**config.mk**
```make
export PLATFORM = sky130hd
export DESIGN_NAME = rr_alu_sequencer
export DESIGN_NICKNAME = d
export VERILOG_FILES = /design/src/rtl/rr_alu_sequencer.sv
export SDC_FILE = /design/constraint.sdc
export NUM_CORES = 1
export LEC_CHECK = 0
export ABC_AREA = 1
export CORE_ASPECT_RATIO = 0.75
export CORE_MARGIN = 2
export CORE_UTILIZATION = 29
export DETAILED_ROUTE_END_ITERATION = 7
export PLACE_DENSITY = 0.88
export SYNTH_ARGS = -nofsm -noshare
export SYNTH_HDL_FRONTEND = slang
export SYNTH_SLANG_ARGS = --single-unit
export TNS_END_PERCENT = 30
```
**constraint.sdc**
```tcl
create_clock -name clk -period 3.95 [get_ports clk]
set_input_delay 0.395 -clock clk [delete_from_list [all_inputs] [get_ports clk]]
set_output_delay 0.395 -clock clk [all_outputs]
set_load 0.05 [all_outputs]
```
**src/rtl/rr_alu_sequencer.sv**
```systemverilog
// Control-step sequencer for register-register ALU instructions: fetch T0-T2 with memory stall, execute T3 onward.
// Define SEQ_HILO_EN to route MUL_OPC/DIV_OPC results into LO (T5) and HI (T6).
module rr_alu_sequencer #(
  parameter int         NUM_REGS = 16,
  parameter logic [4:0] MUL_OPC  = 5'b01111,
  parameter logic [4:0] DIV_OPC  = 5'b10000
) (
  input  logic                clk,
  input  logic                clr,
  input  logic                start,
  input  logic                mem_ready,
  input  logic [31:0]         ir,
  output logic                pc_out,
  output logic                pc_increment,
  output logic                mar_in,
  output logic                pc_in,
  output logic                read,
  output logic                mdr_in,
  output logic                mdr_out,
  output logic                ir_in,
  output logic                y_in,
  output logic                zlow_in,
  output logic                zhigh_in,
  output logic                zlow_out,
  output logic                zhigh_out,
  output logic                hi_in,
  output logic                lo_in,
  output logic [NUM_REGS-1:0] reg_in,
  output logic [NUM_REGS-1:0] reg_out,
  output logic [4:0]          op_code,
  output logic                busy,
  output logic                done,
  output logic                err,
  output logic [3:0]          step
);

  typedef enum logic [3:0] {
    S_IDLE = 4'd0,
    S_T0   = 4'd1,
    S_T1   = 4'd2,
    S_T1W  = 4'd3,
    S_T2   = 4'd4,
    S_T3   = 4'd5,
    S_T4   = 4'd6,
    S_T5   = 4'd7,
    S_T6   = 4'd8,
    S_DONE = 4'd9
  } state_e;

  localparam logic [4:0] NREG5 = 5'(NUM_REGS);

  state_e     state_q, state_d;
  logic       err_q, err_d;
  logic [4:0] opc;
  logic [3:0] ra, rb, rc;
  logic       hilo_op;
  logic       idx_bad;

  assign opc = ir[31:27];
  assign ra  = ir[26:23];
  assign rb  = ir[22:19];
  assign rc  = ir[18:15];

`ifdef SEQ_HILO_EN
  assign hilo_op = (opc == MUL_OPC) || (opc == DIV_OPC);
  logic [14:0] unused_ir;
  assign unused_ir = ir[14:0];
`else
  assign hilo_op = 1'b0;
  logic unused_cfg;
  assign unused_cfg = ^{MUL_OPC, DIV_OPC, ir[14:0]};
`endif

  function automatic logic idx_ok(input logic [3:0] idx);
    return {1'b0, idx} < NREG5;
  endfunction

  // Out-of-range indices match no bit, so the strobe vector stays all-zero.
  function automatic logic [NUM_REGS-1:0] onehot(input logic [3:0] idx);
    logic [NUM_REGS-1:0] v;
    v = '0;
    for (int i = 0; i < NUM_REGS; i++) v[i] = (idx == 4'(i));
    return v;
  endfunction

  assign idx_bad = hilo_op ? (!idx_ok(ra) || !idx_ok(rb))
                           : (!idx_ok(ra) || !idx_ok(rb) || !idx_ok(rc));

  always_comb begin
    state_d = state_q;
    err_d   = err_q;
    case (state_q)
      S_IDLE: begin
        if (start) begin
          state_d = S_T0;
          err_d   = 1'b0;
        end
      end
      S_T0:   state_d = S_T1;
      S_T1:   state_d = mem_ready ? S_T2 : S_T1W;
      S_T1W:  if (mem_ready) state_d = S_T2;
      S_T2:   state_d = S_T3;
      S_T3: begin
        state_d = S_T4;
        if (idx_bad) err_d = 1'b1;
      end
      S_T4:   state_d = S_T5;
      S_T5:   state_d = hilo_op ? S_T6 : S_DONE;
      S_T6:   state_d = S_DONE;
      S_DONE: state_d = S_IDLE;
      default: state_d = S_IDLE;
    endcase
  end

  always_ff @(posedge clk or posedge clr) begin
    if (clr) begin
      state_q <= S_IDLE;
      err_q   <= 1'b0;
    end else begin
      state_q <= state_d;
      err_q   <= err_d;
    end
  end

  // Moore decode: every strobe follows the state register (ir is stable from T3).
  always_comb begin
    pc_out       = 1'b0;
    pc_increment = 1'b0;
    mar_in       = 1'b0;
    pc_in        = 1'b0;
    read         = 1'b0;
    mdr_in       = 1'b0;
    mdr_out      = 1'b0;
    ir_in        = 1'b0;
    y_in         = 1'b0;
    zlow_in      = 1'b0;
    zhigh_in     = 1'b0;
    zlow_out     = 1'b0;
    zhigh_out    = 1'b0;
    hi_in        = 1'b0;
    lo_in        = 1'b0;
    reg_in       = '0;
    reg_out      = '0;
    op_code      = 5'd0;
    done         = 1'b0;
    case (state_q)
      S_T0: begin
        pc_out       = 1'b1;
        pc_increment = 1'b1;
        mar_in       = 1'b1;
        zlow_in      = 1'b1;
        zhigh_in     = 1'b1;
      end
      S_T1: begin
        zlow_out = 1'b1;
        pc_in    = 1'b1;
        read     = 1'b1;
        mdr_in   = 1'b1;
      end
      S_T1W: begin
        read   = 1'b1;
        mdr_in = 1'b1;
      end
      S_T2: begin
        mdr_out = 1'b1;
        ir_in   = 1'b1;
      end
      S_T3: begin
        reg_out = hilo_op ? onehot(ra) : onehot(rb);
        y_in    = 1'b1;
      end
      S_T4: begin
        reg_out  = hilo_op ? onehot(rb) : onehot(rc);
        zlow_in  = 1'b1;
        zhigh_in = 1'b1;
        op_code  = opc;
      end
      S_T5: begin
        zlow_out = 1'b1;
        if (hilo_op) lo_in = 1'b1;
        else         reg_in = onehot(ra);
      end
`ifdef SEQ_HILO_EN
      S_T6: begin
        zhigh_out = 1'b1;
        hi_in     = 1'b1;
      end
`endif
      S_DONE: done = 1'b1;
      default: ;
    endcase
  end

  assign busy = (state_q != S_IDLE);
  assign err  = err_q;
  assign step = state_q;

endmodule

```
Word level (Yosys, flattened, before mapping)

Cells that the tools add are included.

Bits in registers: 4
Logic and storage cells: 82

Reduce and logical (&&, ||, !) cells: 10
Multiplexer cells: 15
Equal/unequal tests: 56

Operators with widths:

| operator           | count |
|---|---|
| $eq 4x4->1 const B | 26 |
| $eq 4x3->1 const B | 16 |
| $eq 4x2->1 const B | 8 |
| $pmux 16 s2        | 1 |
| $pmux 4 s8         | 1 |
| $eq 4x1->1 const B | 4 |
| $logic_not 4->1    | 4 |
| $mux 16            | 1 |
| $mux 1             | 8 |
| $mux 4             | 2 |
| $reduce_or 2->1    | 4 |
| $mux 5             | 1 |
| $ne 2x2->1 const B | 2 |
| $reduce_bool 4->1  | 1 |
| $mux 3             | 1 |
| $reduce_and 2->1   | 1 |

Depth between registers and ports, before layout

Gate-level depths: netlist of run 1.

Word-level depth: 3
Depth in mapped cells: 8
Gate-level depth less buffers: 8

Least setup slack after synthesis of run 1

Ideal clock, no wire load.

Kind: register -> output
Start point: register state_q[2], in the netlist step[2]
End point: output port reg_out[0]
Slack: 1280 ps
Data arrival time: 2275 ps
Stages on the path, launching flop included: 5
Path buffers: 0
Cells stage by stage: dfrtp_1 -> nand2_1 -> nor2_1 -> nand3_1 -> o21ai_0

Cells in the longest elaborated chain, start to end: 2
Elaborated cells on any way between the ends: 3
Classes of those cells: eq/ne: 2; mux: 1

Ends and longest elaborated chain:

| element                | line | source |
|---|---|---|
| from (decl)            | 52   | `state_e state_q, state_d;` |
| from (signal assigned) | 120  | `state_q <= state_d;` |
| $eq 4x3->1             | 146  | `case (state_q)` |
| $pmux 16 s2 (*)        | 146  |  |
| to (decl)              | 29   | `output logic [NUM_REGS-1:0] reg_out,` |

Mark *: on every way between the ends. The rest lies on a longest branch, timed or not.

Final worst setup path of run 1

Start point: register state_q[3], in the netlist step[3]
End point: output port reg_out[2]

The elaborated chain is that of the path after synthesis.

==> metrics, run 1 <==
Final Hold Fails=0; ys async rst share=100%; layout cell share with drive strength beyond 1=between 4 and 5%; #FFs+latches synth=4; grt total ovfl=0; post-DP HPWL=2480 um; post-route DRC violation count=0; H-tree Lvls=1; Die Area=3230 sq um; Post-Syn Area=slightly above 800 sq um; Clock Latency Late Sink=between 0.2 and 0.25 ns; net load switching power=0.000688 W; I/O Buffers=75; relative slew slack=64.5%; Final Skew=0.00442 ns; area grow syn2layout=95.3%; Starting Density=30.8%; CTS tree=built; clock slew at reported path FFs=~0.030 ns; startpoint types=register; Yosys top cell by area=nor2_1; area share of and/or/nand/nor cells after synthesis=62.3%; routed len/inst=about 11 um; Primary FF master, synth=dfrtp_1; Area contributors post-synth=nor2_1, nand2_1, dfrtp_1; max reg flops=4; IO Pins=95; Worst path max stage delay=0.81 ns; row count=16; period utilization=72.0%; root buffer cell=clkbuf_8; CP Cell Sequence=inv_1, nand2_1, nor2_1, nand2_1, nand2_1, nand3_1, nor2_1, clkdlybuf4s50_1; Critical path buffers and inverters=2; First DRT Iteration DRCs=40; Mean Syn Cell Area=4.92 sq um; first-pass GRT wire length=4730 um; Max Cap Viol=0; Net Sw Frac=roughly 64%; Vias=1208; Worst-Margin Slew=0.530 ns; CTS buffer count=3; Synth Area in XOR/XNOR=0%; Routed WL=2960 um; # Post-CTS Setup Buffers=0; minimum clock period=2.84 ns; post-synth top area share=25.1%; Post-synth EDFFs=0; number of library cell types mapped by synthesis=17; RD Place Congestion=0.792; Seq/Total Area, Yosys=12.4%; CTS Hold Bufs=0; CP max FO=6; clock sink total=4; Final #Nets=273; RSZ-0062 raised after global routing=false; Syn Inst Count=164; Flop pwr share=8.3%; synth cell count leaders=nor2_1, nand2_1, inv_1; Die Wd=64.9 um; hold crit path type=primary input to async pin; Power Internal=0.000385 W; clock network fraction of design power=8.0%; Ys Warns=0; Compound-Gate Fraction of Synth Area=approximately 2.9%; worst setup path category=register to output pin; Max Clock Freq=352 MHz; Top Family by Delay on Critical Path=buffers and inverters; worst vdd ir=0.431 mV; post-cts resize count=0; main combinational cell family by area after synthesis=simple AND/OR/NAND/NOR gates; status=completed; largest net degree at the start of global routing=15; Hold Worst Slack=0.365 ns; Final setup viols=0; 1st-pass router iterations=5; Setup crit end kind=output pin; initial antenna violation count=0; Post-Synth Adder-Cell Area=0%; Antenna Nets Post-Route=0; most frequent cell after synthesis=nor2_1; crit path DAT=2.45 ns; CP max stage cell=clkdlybuf4s50_1; Slew Viols, Final=0; Die Span Y=roughly 50 um; antenna cells=0; TNS Setup=0 ns; vias in the first global route=1023; Leak=between 0.7 and 0.8 nW; maximum buffer depth of the clock tree=2; core area=2620 sq um; combinational power share=83.8%; routed vias/inst=around 4.5; WP data required=3.56 ns; most used cell, CP=nand2_1; multiplexer area fraction after synthesis=0%; total power per unit cell area=681 nW/um^2; Tot GR Track Use=18.2%
==> power by group through the flow <==
stage	Clock, W	Combinational (W)	Sequential (W)
after floorplan	0	0.000600	0.000146
after global placement	0	0.000885	0.0000880
after detailed placement	0	0.000893	0.0000895
after CTS	0.0000860	0.000898	0.0000889
after global routing	0.0000888	0.000953	0.0000930
final	0.0000854	0.000899	0.0000889
==> cells by family after synthesis <==
logic type,count (synthesis)
other cells,1
compound gates,4
simple gates,119
flops,4
buf+inv,36
==> cells in the final DEF (no fill, tap or decap) <==
master,synthesis,routed
nand2_1,43,43
o21ai_0,2,2
nand2_4,1,1
nor2_4,3,3
nand3b_1,1,1
nor3_1,1,1
conb_1,1,4
inv_2,1,1
nor2_1,54,54
nand2_2,1,1
a21oi_1,1,1
nand3_1,15,15
dfrtp_1,4,4
clkbuf_8,0,3
inv_1,25,25
o21ai_2,1,1
clkdlybuf4s50_1,0,75
==> per-layer routing <==
metal	up-vias	track usage, %	routed length (um)
li1	621	-	-
met3	4	2.97	155
met5	-	0	0
met1	537	25.1	1340
met2	46	30.1	1420
met4	0	3.19	35
==> per-stage QoR <==
step / setup WS (ns) / util, % / total power [W] / cells / cell area [sq um]
floorplan: 1.28 / - / 0.000746 / 167 / 818
global placement: 1.38 / 58.5 / 0.000973 / 268 / 1540
detailed placement: 1.34 / 58.5 / 0.000983 / 268 / 1540
CTS: 1.13 / 60.1 / 0.00107 / 271 / 1580
global route: 0.897 / 60.1 / 0.00113 / 271 / 1580
finish: 1.11 / 60.1 / 0.00107 / 271 / 1580
==> path summary, 6_finish.rpt <==
path | from | end | slack, ns | cells past startpoint
setup / recovery | step[3]$_DFFE_PP0P_ | reg_out[2] | 1.11 | 8
hold / removal | clr | step[1]$_DFFE_PP0P_ | 0.36 | 2
setup reg to reg | step[3]$_DFFE_PP0P_ | step[0]$_DFFE_PP0P_ | 2.41 | 8
hold reg to reg | step[2]$_DFFE_PP0P_ | step[1]$_DFFE_PP0P_ | 0.77 | 3
max in group asynchronous | clr | step[0]$_DFFE_PP0P_ | 3.43 | 2
min in group clk | step[2]$_DFFE_PP0P_ | step[1]$_DFFE_PP0P_ | 0.77 | 3
==> area by class of cell <==
| cell class | instances | area, sq um |
|---|---|---|
| Tap cell | 36 | 45.0 |
| Multi-Input combinational cell | 127 | 542 |
| Timing Repair Buffer | 75 | 751 |
| Sequential cell | 4 | 100 |
| Inverter | 26 | 97.6 |
| Clock buffer | 3 | 41.3 |
| Fill cell | 243 | 1050 |
(Power assumes the default switching activity.)
==> run 2, diff against run 1 <==
--- a/config.mk
+++ b/config.mk
@@ -8,9 +8,9 @@
 export ABC_AREA = 1
 export CORE_ASPECT_RATIO = 0.75
 export CORE_MARGIN = 2
-export CORE_UTILIZATION = 29
+export CORE_UTILIZATION = 24
 export DETAILED_ROUTE_END_ITERATION = 7
-export PLACE_DENSITY = 0.88
+export PLACE_DENSITY = 0.78
 export SYNTH_ARGS = -nofsm -noshare
 export SYNTH_HDL_FRONTEND = slang
 export SYNTH_SLANG_ARGS = --single-unit
==> constraint.sdc (replaced) <==
create_clock -name clk -period 2.4 [get_ports clk]
set_input_delay 0.24 -clock clk [delete_from_list [all_inputs] [get_ports clk]]
set_output_delay 0.24 -clock clk [all_outputs]
set_load 0.05 [all_outputs]
==> metrics, run 2 (synthesis results as in run 1) <==
crit path DAT=2.00 ns (was 2.45 ns); Flop pwr share=8.2% (was 8.3%); Worst-Margin Slew=0.519 ns (was 0.530 ns); flop2flop setup slack=0.99 ns (was 2.41 ns); worst setup path category=register to output pin (unchanged); grt total ovfl=0 (unchanged); Post-DP Area=1600 sq um (was 1540 sq um); clock network fraction of design power=8.2% (was 8.0%); Antenna Nets Post-Route=0 (unchanged); root buffer cell=clkbuf_8 (unchanged); max reg flops=4 (unchanged); vias in the first global route=981 (was 1023); post-cts resize count=0 (unchanged); Die Wd=71.0 um (was 64.9 um); CP max FO=6 (unchanged); post-DP HPWL=2550 um (was 2480 um); maximum buffer depth of the clock tree=2 (unchanged); Leak=0.850 nW (was 0.735 nW); Routed WL=2970 um (was 2960 um); Final Cell Area=1640 sq um (was 1580 sq um); Final Hold Fails=0 (unchanged); antenna cells=0 (unchanged); Final setup viols=0 (unchanged); relative slew slack=65.3% (was 64.5%); R2R cell count=9 (was 8); Max Cap Viol=0 (unchanged); Slew Viols, Final=0 (unchanged); largest net degree at the start of global routing=15 (unchanged); Hold Worst Slack=0.202 ns (was 0.365 ns); WP data required=2.16 ns (was 3.56 ns); routed len/inst=10.8 um (was 10.9 um); total power per unit cell area=1080 nW/um^2 (was 681 nW/um^2); Clock Latency Late Sink=0.22 ns (about the same); initial antenna violation count=0 (unchanged); CTS tree=built (unchanged); layout cell share with drive strength beyond 1=22.0% (was 4.26%); first-pass GRT wire length=4460 um (was 4730 um); Setup crit end kind=output pin (unchanged); Vias=1169 (was 1208); clock slew at reported path FFs=0.04 ns (was 0.03 ns); minimum clock period=2.24 ns; status=completed (unchanged); Net Sw Frac=64.2% (was 64.1%); startpoint types=register (unchanged); final worst slack=0.159 ns (was 1.11 ns); Power Internal=0.000637 W (was 0.000385 W); Final #Nets=274 (was 273); period utilization=93.4%; Starting Density=24.9% (was 30.8%); Final Skew=0.00482 ns (was 0.00442 ns); 1st-pass router iterations=5 (unchanged); clock sink total=4 (unchanged); Max Clock Freq=446 MHz; CTS buffer count=3 (unchanged); hold crit path type=primary input to async pin (unchanged); R2R Path Start=step[3]$_DFFE_PP0P_ (unchanged); Tot GR Track Use=14.5% (was 18.2%); RD Place Congestion=0.875 (was 0.792); post-route DRC violation count=0 (unchanged); net load switching power=0.00114 W (was 0.000688 W); area grow syn2layout=103% (was 95.3%); routed vias/inst=4.24 (was 4.46); commonest non-fill, non-tap cell in the layout=nor2_1 (was clkdlybuf4s50_1); Die Area=3850 sq um (was 3230 sq um); combinational power share=83.6% (was 83.8%); row count=18 (was 16); TNS Setup=0 ns (unchanged); Die Span Y=54.2 um (was 49.7 um); # Post-CTS Setup Buffers=0 (unchanged); H-tree Lvls=1 (unchanged); worst vdd ir=0.896 mV (was 0.431 mV); RSZ-0062 raised after global routing=false (unchanged); core area=3240 sq um (was 2620 sq um); I/O Buffers=75 (unchanged); CTS Hold Bufs=0 (unchanged); worst flop-to-flop path endpoint=step[0]$_DFFE_PP0P_ (unchanged); most frequent cells in the layout=nor2_1, nand2_1, clkdlybuf4s50_1, buf_4, inv_1 (was clkdlybuf4s50_1, nor2_1, nand2_1, inv_1, nand3_1); pre-CTS setup slack=0.400 ns (was 1.34 ns); total power=0.00178 W (was 0.00107 W); First DRT Iteration DRCs=37 (was 40); IO Pins=95 (unchanged)
==> run 2: changes by cell type in the layout (fill, tap and decap cells not counted) <==
cell / previous run / this run
o21ai_1: 0 / 1
buf_12: 0 / 12
o21ai_0: 2 / 1
nor2_1: 54 / 53
buf_4: 0 / 29
nor2_2: 0 / 1
clkdlybuf4s50_1: 75 / 35
==> run 2: worst max path at each step <==
stage,cells past startpoint,to,slack [ns],start
global route,4,op_code[1],0.01,step[0]$_DFFE_PP0P_
global placement,4,op_code[1],0.41,step[0]$_DFFE_PP0P_
CTS,4,op_code[1],0.16,step[0]$_DFFE_PP0P_
finish,8,reg_out[2],0.16,step[3]$_DFFE_PP0P_
detailed placement,4,op_code[1],0.40,step[0]$_DFFE_PP0P_
floorplan,7,reg_out[1],0.09,step[2]$_DFFE_PP0P_
==> run 2: metal layers <==
layer / routed length (um) / vias to the layer above / global-route usage [%]
li1: - / 627 / -
met1: 1440 / 509 / 22.0
met2: 1390 / 29 / 21.8
met3: 117 / 4 / 1.47
met4: 23 / 0 / 4.09
met5: 0 / - / 0
==> run 2: cell type report <==
class / count / area (sq um)
multi-input cells: 127 / 544
fillers: 323 / 1600
repair buffers: 76 / 808
well taps: 40 / 50.0
inverters: 26 / 97.6
flip-flops and latches: 4 / 100
clock buffers: 3 / 41.3
==> run 2: power groups by stage <==
stage	Combinational (W)	Sequential (W)	Clock [W]
final	0.00149	0.000145	0.000146
after global routing	0.00158	0.000152	0.000150
after CTS	0.00149	0.000146	0.000148
after detailed placement	0.00148	0.000147	0
after global placement	0.00148	0.000145	0
after floorplan	0.000992	0.000240	0
==> run 2: critical path, stage by stage, from the launching register on <==
cell     delay, ns
dfrtp_1       0.44
inv_1         0.08
nand2_1       0.13
nor2_1        0.29
nand2_1       0.14
nand2_1       0.15
nand3_1       0.16
nor2_1        0.22
buf_12        0.17
==> run 2: metrics by stage <==
stage,utilization [%],std cells
global placement,49.3,273
floorplan,-,167
finish,50.6,276
detailed placement,49.3,273
CTS,50.6,276
global route,50.6,276
